==> src/rtl/pixel_point_proc.sv <==
// Point-processing engine: sweeps an IMG_W x IMG_H image out of a source SRAM,
// applies one per-pixel operation and writes the result to a destination SRAM.
module pixel_point_proc #(
  parameter int IMG_W   = 256,
  parameter int IMG_H   = 256,
  parameter int ADDR_SZ = 16,
  parameter int PIX_W   = 8
) (
  input  logic               clk_i,
  input  logic               rst_i,
  input  logic               start_i,
  input  logic [1:0]         mode_i,
  input  logic [7:0]         param_i,
  output logic               busy_o,
  output logic               done_o,
  output logic               src_en_o,
  output logic               src_we_o,
  output logic [ADDR_SZ-1:0] src_addr_o,
  input  logic [PIX_W-1:0]   src_data_i,
  output logic               dst_en_o,
  output logic               dst_we_o,
  output logic [ADDR_SZ-1:0] dst_addr_o,
  output logic [PIX_W-1:0]   dst_data_o
);

  localparam logic [ADDR_SZ-1:0] LAST_ADDR = ADDR_SZ'(IMG_W * IMG_H - 1);
  localparam logic [PIX_W-1:0]   PIX_MAX   = '1;

  localparam logic [1:0] S_IDLE  = 2'd0;
  localparam logic [1:0] S_RUN   = 2'd1;
  localparam logic [1:0] S_DRAIN = 2'd2;
  localparam logic [1:0] S_DONE  = 2'd3;

  logic [1:0]         state_q, state_d;
  logic               drain_q, drain_d;
  logic [1:0]         mode_q, mode_d;
  logic [7:0]         param_q, param_d;
  logic [ADDR_SZ-1:0] src_addr_q, src_addr_d;

  logic               vld_p1_q;
  logic [ADDR_SZ-1:0] addr_p1_q;
  logic               vld_p2_q;
  logic [ADDR_SZ-1:0] addr_p2_q;
  logic [PIX_W-1:0]   pix_p2_q;

  // Zero-extended pixel plus sign-extended offset, clamped to [0, PIX_MAX].
  function automatic logic [PIX_W-1:0] sat_offset(input logic [PIX_W-1:0] p,
                                                  input logic [7:0]       off);
    logic signed [PIX_W+1:0] sum;
    sum = $signed({2'b00, p}) + $signed({{(PIX_W-6){off[7]}}, off});
    if (sum[PIX_W+1])
      return '0;
    else if (sum > $signed({2'b00, PIX_MAX}))
      return PIX_MAX;
    else
      return sum[PIX_W-1:0];
  endfunction

  function automatic logic [PIX_W-1:0] pix_op(input logic [1:0]       md,
                                              input logic [7:0]       prm,
                                              input logic [PIX_W-1:0] p);
    case (md)
      2'd0:    return p;
      2'd1:    return sat_offset(p, prm);
      2'd2:    return PIX_MAX - p;
      default: return (p >= PIX_W'(prm)) ? PIX_MAX : '0;
    endcase
  endfunction

  always_comb begin
    state_d    = state_q;
    drain_d    = drain_q;
    mode_d     = mode_q;
    param_d    = param_q;
    src_addr_d = src_addr_q;
    case (state_q)
      S_IDLE: begin
        if (start_i) begin
          state_d    = S_RUN;
          mode_d     = mode_i;
          param_d    = param_i;
          src_addr_d = '0;
        end
      end
      S_RUN: begin
        // Explicit end compare so a full 2**ADDR_SZ image never relies on wrap.
        if (src_addr_q == LAST_ADDR) begin
          state_d = S_DRAIN;
          drain_d = 1'b0;
        end else begin
          src_addr_d = src_addr_q + ADDR_SZ'(1);
        end
      end
      S_DRAIN: begin
        if (drain_q) state_d = S_DONE;
        else         drain_d = 1'b1;
      end
      default: state_d = S_IDLE;
    endcase
  end

  always_ff @(posedge clk_i) begin
    if (rst_i) begin
      state_q    <= S_IDLE;
      drain_q    <= 1'b0;
      mode_q     <= 2'd0;
      param_q    <= 8'd0;
      src_addr_q <= '0;
      vld_p1_q   <= 1'b0;
      vld_p2_q   <= 1'b0;
      addr_p2_q  <= '0;
      pix_p2_q   <= '0;
    end else begin
      state_q    <= state_d;
      drain_q    <= drain_d;
      mode_q     <= mode_d;
      param_q    <= param_d;
      src_addr_q <= src_addr_d;
      // p1: source data returns for the read issued last cycle
      vld_p1_q   <= (state_q == S_RUN);
      // p2: processed pixel registered as the destination write
      vld_p2_q   <= vld_p1_q;
      if (vld_p1_q) begin
        addr_p2_q <= addr_p1_q;
        pix_p2_q  <= pix_op(mode_q, param_q, src_data_i);
      end
    end
  end

  always_ff @(posedge clk_i) begin
    addr_p1_q <= src_addr_q;
  end

  assign busy_o     = (state_q == S_RUN) || (state_q == S_DRAIN);
  assign done_o     = (state_q == S_DONE);
  assign src_en_o   = (state_q == S_RUN);
  assign src_we_o   = 1'b0;
  assign src_addr_o = src_addr_q;
  assign dst_en_o   = vld_p2_q;
  assign dst_we_o   = vld_p2_q;
  assign dst_addr_o = addr_p2_q;
  assign dst_data_o = pix_p2_q;

endmodule

==> config.mk <==
export PLATFORM = sky130hd
export DESIGN_NAME = pixel_point_proc
export DESIGN_NICKNAME = d
export VERILOG_FILES = /design/src/rtl/pixel_point_proc.sv
export SDC_FILE = /design/constraint.sdc
export NUM_CORES = 1
export LEC_CHECK = 0
export CAP_MARGIN = 25
export CORE_MARGIN = 1
export CORE_UTILIZATION = 47
export CTS_CLUSTER_DIAMETER = 50
export DETAILED_ROUTE_END_ITERATION = 12
export PLACE_DENSITY = 0.87
export SLEW_MARGIN = 30
export SYNTH_ARGS = -nofsm -noshare
export SYNTH_HDL_FRONTEND = slang
export SYNTH_SLANG_ARGS = --single-unit
==> constraint.sdc <==
create_clock -name clk_i -period 2.4 [get_ports clk_i]
set_clock_uncertainty 0.15 [all_clocks]
set_input_delay 0.6 -clock clk_i [delete_from_list [all_inputs] [get_ports clk_i]]
set_output_delay 0.6 -clock clk_i [all_outputs]
set_load 0.01 [all_outputs]
==> results of run 1 <==
==> final cells by class <==
type / instances / area, um^2
inverters: 20 / 77.6
clock buffers: 9 / 124
clock inverters: 7 / 61.3
repair buffers: 120 / 1060
flip-flops and latches: 71 / 1430
fillers: 540 / 2120
well taps: 99 / 124
multi-input cells: 299 / 2300
==> path summary, 6_finish.rpt <==
check | start | endpoint | slack, ns | cells past startpoint
worst max-delay path | src_data_i[5] | dst_data_o[4] | -0.04 | 8
worst max register to register | param_q[1] | dst_data_o[4] | 0.02 | 9
worst min register to register | src_addr_o[13] | addr_p1_q[13] | 0.25 | 0
worst min-delay path | src_addr_o[13] | addr_p1_q[13] | 0.25 | 0
==> stage by stage <==
step                      setup slack [ns]  cell area (um^2)
final                              -0.0417              5180
after global placement              -0.629              4600
after CTS                        -0.000181              5040
after floorplan                     0.0301              3570
after global routing               -0.0707              5180
after detailed placement            -0.729              4600
==> report_power, final <==
group | switching (mW) | internal [mW]
sequential | 0.0949 | 1.28
clock | 0.500 | 0.394
combinational | 0.879 | 0.753
total | 1.47 | 2.43
==> worst max-delay path: stages <==
cell	delay, ns
clkdlybuf4s15_1	0.30
ha_2	0.30
nor2_2	0.17
a221oi_4	0.11
a211o_1	0.38
a21oi_2	0.26
o2111ai_2	0.17
a311oi_2	0.26
==> cells in the final DEF, fill, tap and decap left out, types with 3 or more instances in the layout <==
cell type / Yosys / routed
nor3_1: 5 / 4
ha_4: 0 / 10
nand2_1: 38 / 37
mux2i_1: 20 / 20
a21oi_1: 29 / 23
dlygate4sd2_1: 0 / 3
nor2b_1: 4 / 4
and4_1: 4 / 4
nand2b_1: 5 / 4
xnor2_1: 18 / 17
nor2_1: 67 / 65
dfxtp_1: 71 / 66
a21oi_2: 2 / 7
o21ai_0: 11 / 11
xor2_1: 6 / 6
buf_4: 3 / 52
clkbuf_8: 0 / 9
clkdlybuf4s50_1: 0 / 56
nand3_1: 13 / 13
clkbuf_2: 1 / 3
dfxtp_2: 0 / 5
o21ai_1: 7 / 7
a2111oi_4: 1 / 4
ha_1: 23 / 11
inv_1: 19 / 18
inv_6: 0 / 3
==> flip-flops by register name, summed over array words and instances (netlist names) <==
name / flops
param_q: 8
dst_addr_o: 16
drain_q: 1
state_q: 2
addr_p1_q: 16
dst_data_o: 8
vld_p1_q: 1
mode_q: 2
dst_en_o: 1
src_addr_o: 16
==> routing by layer <==
metal  up-vias  GRT usage (%)
met5         -              0
met4         0           13.4
met3        47           3.88
met2       173           39.8
met1      1610           32.5
li1       1625              -
==> repair_timing <==
item | CTS | global route
buffers inserted | 5 | 5
setup endpoints to repair | 10 | 10
pin swaps | 16 | 11
gates resized for setup | 46 | 31
==> logic make-up (layout without fill, tap and decap cells) <==
group	Yosys count	after routing	synth area share, %
other cells	1	1	0.105
fa+ha+maj	24	24	8.64
simple gates	150	150	19.3
compound gates	80	80	16.0
flops	71	71	39.9
xor+xnor	24	24	5.90
buf+inv	38	156	4.60
mux	20	20	5.62
==> out/results.ini, run 1 <==
[final_layout]
fin_nets=566
final_util_pct=71.0
syn2layout_area_growth_pct=45.4
finalNonFillerCells=625
antenna_cells=0
drive_above_1_share_pct=24.5

[yosys]
yosys_register_bits=71
syn_area_um2=3560
netlist_top_cells_area=dfxtp_1 (40%), ha_1 (8.1%), nor2_1 (7.1%), mux2i_1 (5.6%), xnor2_1 (4.4%)
yosysTopAreaCell=dfxtp_1
synth_async_sr_flop_share_pct=0
synth.most_common_cell=dfxtp_1
synth_ff_type=dfxtp_1
ys_seq_area_share_pct=39.9
avgSynthCellArea_um2=8.73
synth_cell_types=57
synth_common_cells=dfxtp_1 (71), nor2_1 (67), nand2_1 (38)
yosys_warnings=0
syn-num-nets=453
synthCells=408
synth_edf_count=0
yosys.area.top_type_share_pct=39.9

[detailed_routing]
postRouteAntennaNets=0
routed_via_density=5.53
num_vias=3455
drtIter0Drc=262
route.met3.wl_um=678
highest_layer=met4
detail_route.wl_per_cell_um=17.0
post-route-drc-count=0
dr_wl_met2_mm=5.08
dr.pass1.iters=5
route.final.wire_length_mm=10.6
wl_met1_mm=4.41

[timing]
slew_headroom_pct=65.9
finalCritPeriodShare_pct=102
worst_slack_ns=-0.0417
fin_crit_ns=2.44
maxSlewViolCount=0
hold_viol=0
fmax_ghz=0.410
hold_ws_ns=0.255
totalNegativeSetupSlack_ns=-0.0417
worst_pin_slew_ns=0.508
grt_setup_unrepaired=yes
setup_viol=1

[global_route]
grt.overflow.total=0
gr-usage-all-layers_pct=24.9
first_global_vias=3160
grt_pass1_wl_mm=15.0
antenna_found_initial=0
grt_max_degree=23

[clocking]
cts_tree=done
cts_max_level=3
clk_latency_ns=0.35
cts-root-buf=clkbuf_8
clkTransAtPathRegs_ns=0.09
ctsHoldBuffers=0
clkSinkCount=71
clock_path_buffers=2
cts_made_buffers=9

[die]
io_pins=67
row_count=31
die_h_um=89.0
die_x_um=89.0
coreArea_um2=7290
start_util_pct=48.8
design.die.area_um2=7930

[status]
violations=negative setup slack
status=complete, but fails checks

[run]
maxCapViolCount=0

[worst_hold_path]
hold_path_class=reg -> reg

[worst_setup_path]
critPathMaxFanout=5
endpoint_kind=flip-flop
cp-start-kind=primary input
arrival_ns=2.55
crit_type=in -> reg
critPathRequiredTime_ns=2.51

[power]
peakVddDrop_mv=0.548
leakage_nw=1.96
p_total_mw=3.90
powerDensity_nw_per_um2=754

[placed_design]
placed_cells=599
hpwlAfterDp_mm=6.65
globalplace.congestion=0.945
io_buffers=65

(Power assumes the default switching activity.)
==> run 2, diff against run 1 <==
Settings changed: ABC_AREA from default to 1, SKIP_LAST_GASP from default to 1.
==> out/results.ini, run 2 <==
[yosys]
synth_common_cells=nor2_1 (89), dfxtp_1 (71), nand2_1 (70)  ; was dfxtp_1 (71), nor2_1 (67), nand2_1 (38)
syn_area_um2=3580  ; was 3560 um^2
synth_edf_count=0  ; unchanged
synth_async_sr_flop_share_pct=0  ; unchanged
yosys_warnings=0  ; unchanged
avgSynthCellArea_um2=7.31  ; was 8.73 um^2
synth_ff_type=dfxtp_1  ; unchanged
synth_cell_types=39  ; was 57
yosys_register_bits=71  ; unchanged
yosys.area.top_type_share_pct=39.7  ; was 39.9%
yosysTopAreaCell=dfxtp_1  ; unchanged
netlist_top_cells_area=dfxtp_1 (40%), nor2_1 (9.3%), ha_1 (8.0%), nand2_1 (7.3%), inv_1 (5.4%)  ; was dfxtp_1 (40%), ha_1 (8.1%), nor2_1 (7.1%), mux2i_1 (5.6%), xnor2_1 (4.4%)
synthCells=490  ; was 408
syn-num-nets=535  ; was 453
ys_seq_area_share_pct=39.7  ; was 39.9%
synth.most_common_cell=nor2_1  ; was dfxtp_1

[detailed_routing]
drtIter0Drc=234  ; was 262
route.final.wire_length_mm=9.50  ; was 10.6 mm
routed_via_density=5.25  ; was 5.53
dr.pass1.iters=5  ; unchanged
detail_route.wl_per_cell_um=13.7  ; was 17.0 um
num_vias=3633  ; was 3455
post-route-drc-count=0  ; unchanged
postRouteAntennaNets=0  ; unchanged

[die]
die_x_um=89.3  ; was 89.0 um
io_pins=67  ; unchanged
design.die.area_um2=7980  ; was 7930 um^2
row_count=31  ; unchanged
coreArea_um2=7290  ; unchanged
die_h_um=89.3  ; was 89.0 um
start_util_pct=49.1  ; was 48.8%

[timing]
finalCritPeriodShare_pct=96.9  ; was 102%
setup_viol=0  ; was 1
hold_viol=0  ; unchanged
maxSlewViolCount=0  ; unchanged
fin_crit_ns=2.33  ; was 2.44 ns
worst_slack_ns=0.0750  ; was -0.0417 ns
fmax_ghz=0.430  ; was 0.410 GHz
slew_headroom_pct=66.4  ; was 65.9%
worst_pin_slew_ns=0.502  ; was 0.508 ns
grt_setup_unrepaired=yes  ; unchanged
totalNegativeSetupSlack_ns=0  ; was -0.0417 ns

[placed_design]
placed_cells=674  ; was 599
io_buffers=65  ; unchanged
dp_slack_ns=-0.543  ; was -0.729 ns
globalplace.congestion=0.884  ; was 0.945
placed_area_um2=4550  ; was 4600 um^2
hpwlAfterDp_mm=7.12  ; was 6.65 mm

[worst_setup_path]
crit_buf_inv=5  ; was 1
arrival_ns=2.42  ; was 2.55 ns
cp_slowest_cell=clkdlybuf4s50_1  ; was a211o_1
endpoint_kind=flip-flop  ; unchanged
crit_type=in -> reg  ; unchanged
slowest_delay_ns=0.50  ; was 0.38 ns
critical_path.top_delay_family=simple AND/OR/NAND/NOR gates  ; was compound AO/OA/AOI/OAI gates
critPathMaxFanout=8  ; was 5
critPathRequiredTime_ns=2.50  ; was 2.51 ns
crit_chain=clkdlybuf4s50_1 > inv_1 > ha_4 > nor2_4 > inv_1 > nor2_1 > nand2_1 > nand2_2 > clkinv_2 > nand3_4 > nand3_1 > nand2_1 > nand3_1 > nand2_1 > inv_1  ; was clkdlybuf4s15_1 > ha_2 > nor2_2 > a221oi_4 > a211o_1 > a21oi_2 > o2111ai_2 > a311oi_2
cp-start-kind=primary input  ; unchanged

[final_layout]
finalNonFillerCells=692  ; was 625
antenna_cells=0  ; unchanged
final_util_pct=67.6  ; was 71.0%
fin_nets=633  ; was 566
final_common_cell=nor2_1  ; was dfxtp_1
nFillCells=577  ; was 540
drive_above_1_share_pct=18.4  ; was 24.5%
layout_common_cells=nor2_1 (85), nand2_1 (69), dfxtp_1 (69)  ; was dfxtp_1 (66), nor2_1 (65), clkdlybuf4s50_1 (56)
syn2layout_area_growth_pct=37.6  ; was 45.4%
postLayoutCellArea_um2=4930  ; was 5180 um^2

[global_route]
grt.overflow.total=0  ; unchanged
grt_max_degree=25  ; was 23
grt_pass1_wl_mm=15.4  ; was 15.0 mm
gr-usage-all-layers_pct=25.6  ; was 24.9%
first_global_vias=3380  ; was 3160
antenna_found_initial=0  ; unchanged

[power]
p_clk_share_pct=20.5  ; was 22.9%
pwr-share-comb_pct=44.6  ; was 41.8%
power_frac_seq_pct=34.9  ; was 35.3%
swShare_pct=38.8  ; was 37.7%
peakVddDrop_mv=0.468  ; was 0.548 mV
leakage_nw=2.19  ; was 1.96 nW
powerDensity_nw_per_um2=864  ; was 754 nW/um^2
p_int_mw=2.61  ; was 2.43 mW
switchingPower_mw=1.65  ; was 1.47 mW

[clocking]
clk_latency_ns=0.34  ; was 0.35 ns
cts-root-buf=clkbuf_8  ; unchanged
clkSinkCount=71  ; unchanged
cts_tree=done  ; unchanged
cts_made_buffers=9  ; unchanged
cts_max_level=3  ; unchanged
clkTransAtPathRegs_ns=0.08  ; was 0.09 ns
clock_path_buffers=2  ; unchanged

[run]
maxCapViolCount=0  ; unchanged

[status]
status=finished, final reports clean  ; was complete, but fails checks

[worst_hold_path]
hold_path_class=reg -> reg  ; unchanged

-- run 2: cell types whose count changed in the layout (fill, tap and decap cells not counted), moves of 9 or more --
cell / change
xnor2_1: -15
nand4_1: +10
o21ai_0: +25
mux2i_1: -20
nand2_1: +32
inv_2: +12
buf_4: -16
nand3_1: +17
inv_1: +31
nor2_1: +20
a21oi_1: +9
-- run 2: logic make-up (layout without fill, tap and decap cells) --
kind of cell	after synthesis	after routing	synth area share [%]
flip-flops	71	71	39.7
buffers and inverters	78	181	8.66
AO/OA/AOI/OAI	83	83	13.2
AND/OR/NAND/NOR	227	227	28.3
other	1	1	0.105
adder cells (fa/ha/maj)	24	24	8.59
XOR/XNOR	6	6	1.47
-- run 2: repair_timing --
item	in CTS	in global routing
gates resized for setup	22	19
setup buffers	0	2
hold buffers	0	0
endpoints found under the setup margin	9	9
pin swaps	5	3
-- run 2: through the flow --
stage / power [mW] / hold WS, ns
final: 4.26 / 0.250
after detailed placement: 3.24 / 0.233
after floorplan: 2.56 / 0.255
after CTS: 4.19 / 0.248
after global placement: 3.17 / 0.236
after global routing: 4.54 / 0.254
-- run 2: final timing paths --
check,from,end,slack [ns],cells after the start
max,src_data_i[7],dst_data_o[6],0.07,15
min,src_addr_o[6],addr_p1_q[6],0.25,0
max reg2reg,param_q[7],dst_data_o[6],0.22,10
min reg2reg,src_addr_o[6],addr_p1_q[6],0.25,0
-- run 2: layout make-up --
cell class | count | area (um^2) | area share [%]
Multi-Input combinational cell | 341 | 2020 | 40.9
Sequential cell | 71 | 1420 | 28.9
Timing Repair Buffer | 101 | 937 | 19.0
Inverter | 64 | 244 | 4.95
Clock buffer | 10 | 138 | 2.79
Tap cell | 99 | 124 | 2.51
Clock inverter | 6 | 45.0 | 0.914
-- run 2: power by group through the flow --
stage	clock, mW	sequential (mW)	combinational [mW]
final	0.874	1.49	1.90
after detailed placement	0	1.51	1.73
after global routing	0.935	1.51	2.09
after CTS	0.883	1.49	1.82
after global placement	0	1.50	1.67
after floorplan	0	1.52	1.05
-- run 2: routing by layer --
| layer | vias up | GRT usage [%] | wire length [um] |
|---|---|---|---|
| li1 | 1781 | - | - |
| met1 | 1654 | 30.5 | 3970 |
| met2 | 169 | 44.7 | 4640 |
| met3 | 29 | 4.06 | 592 |
| met4 | 0 | 13.3 | 306 |
| met5 | - | 0 | 0 |
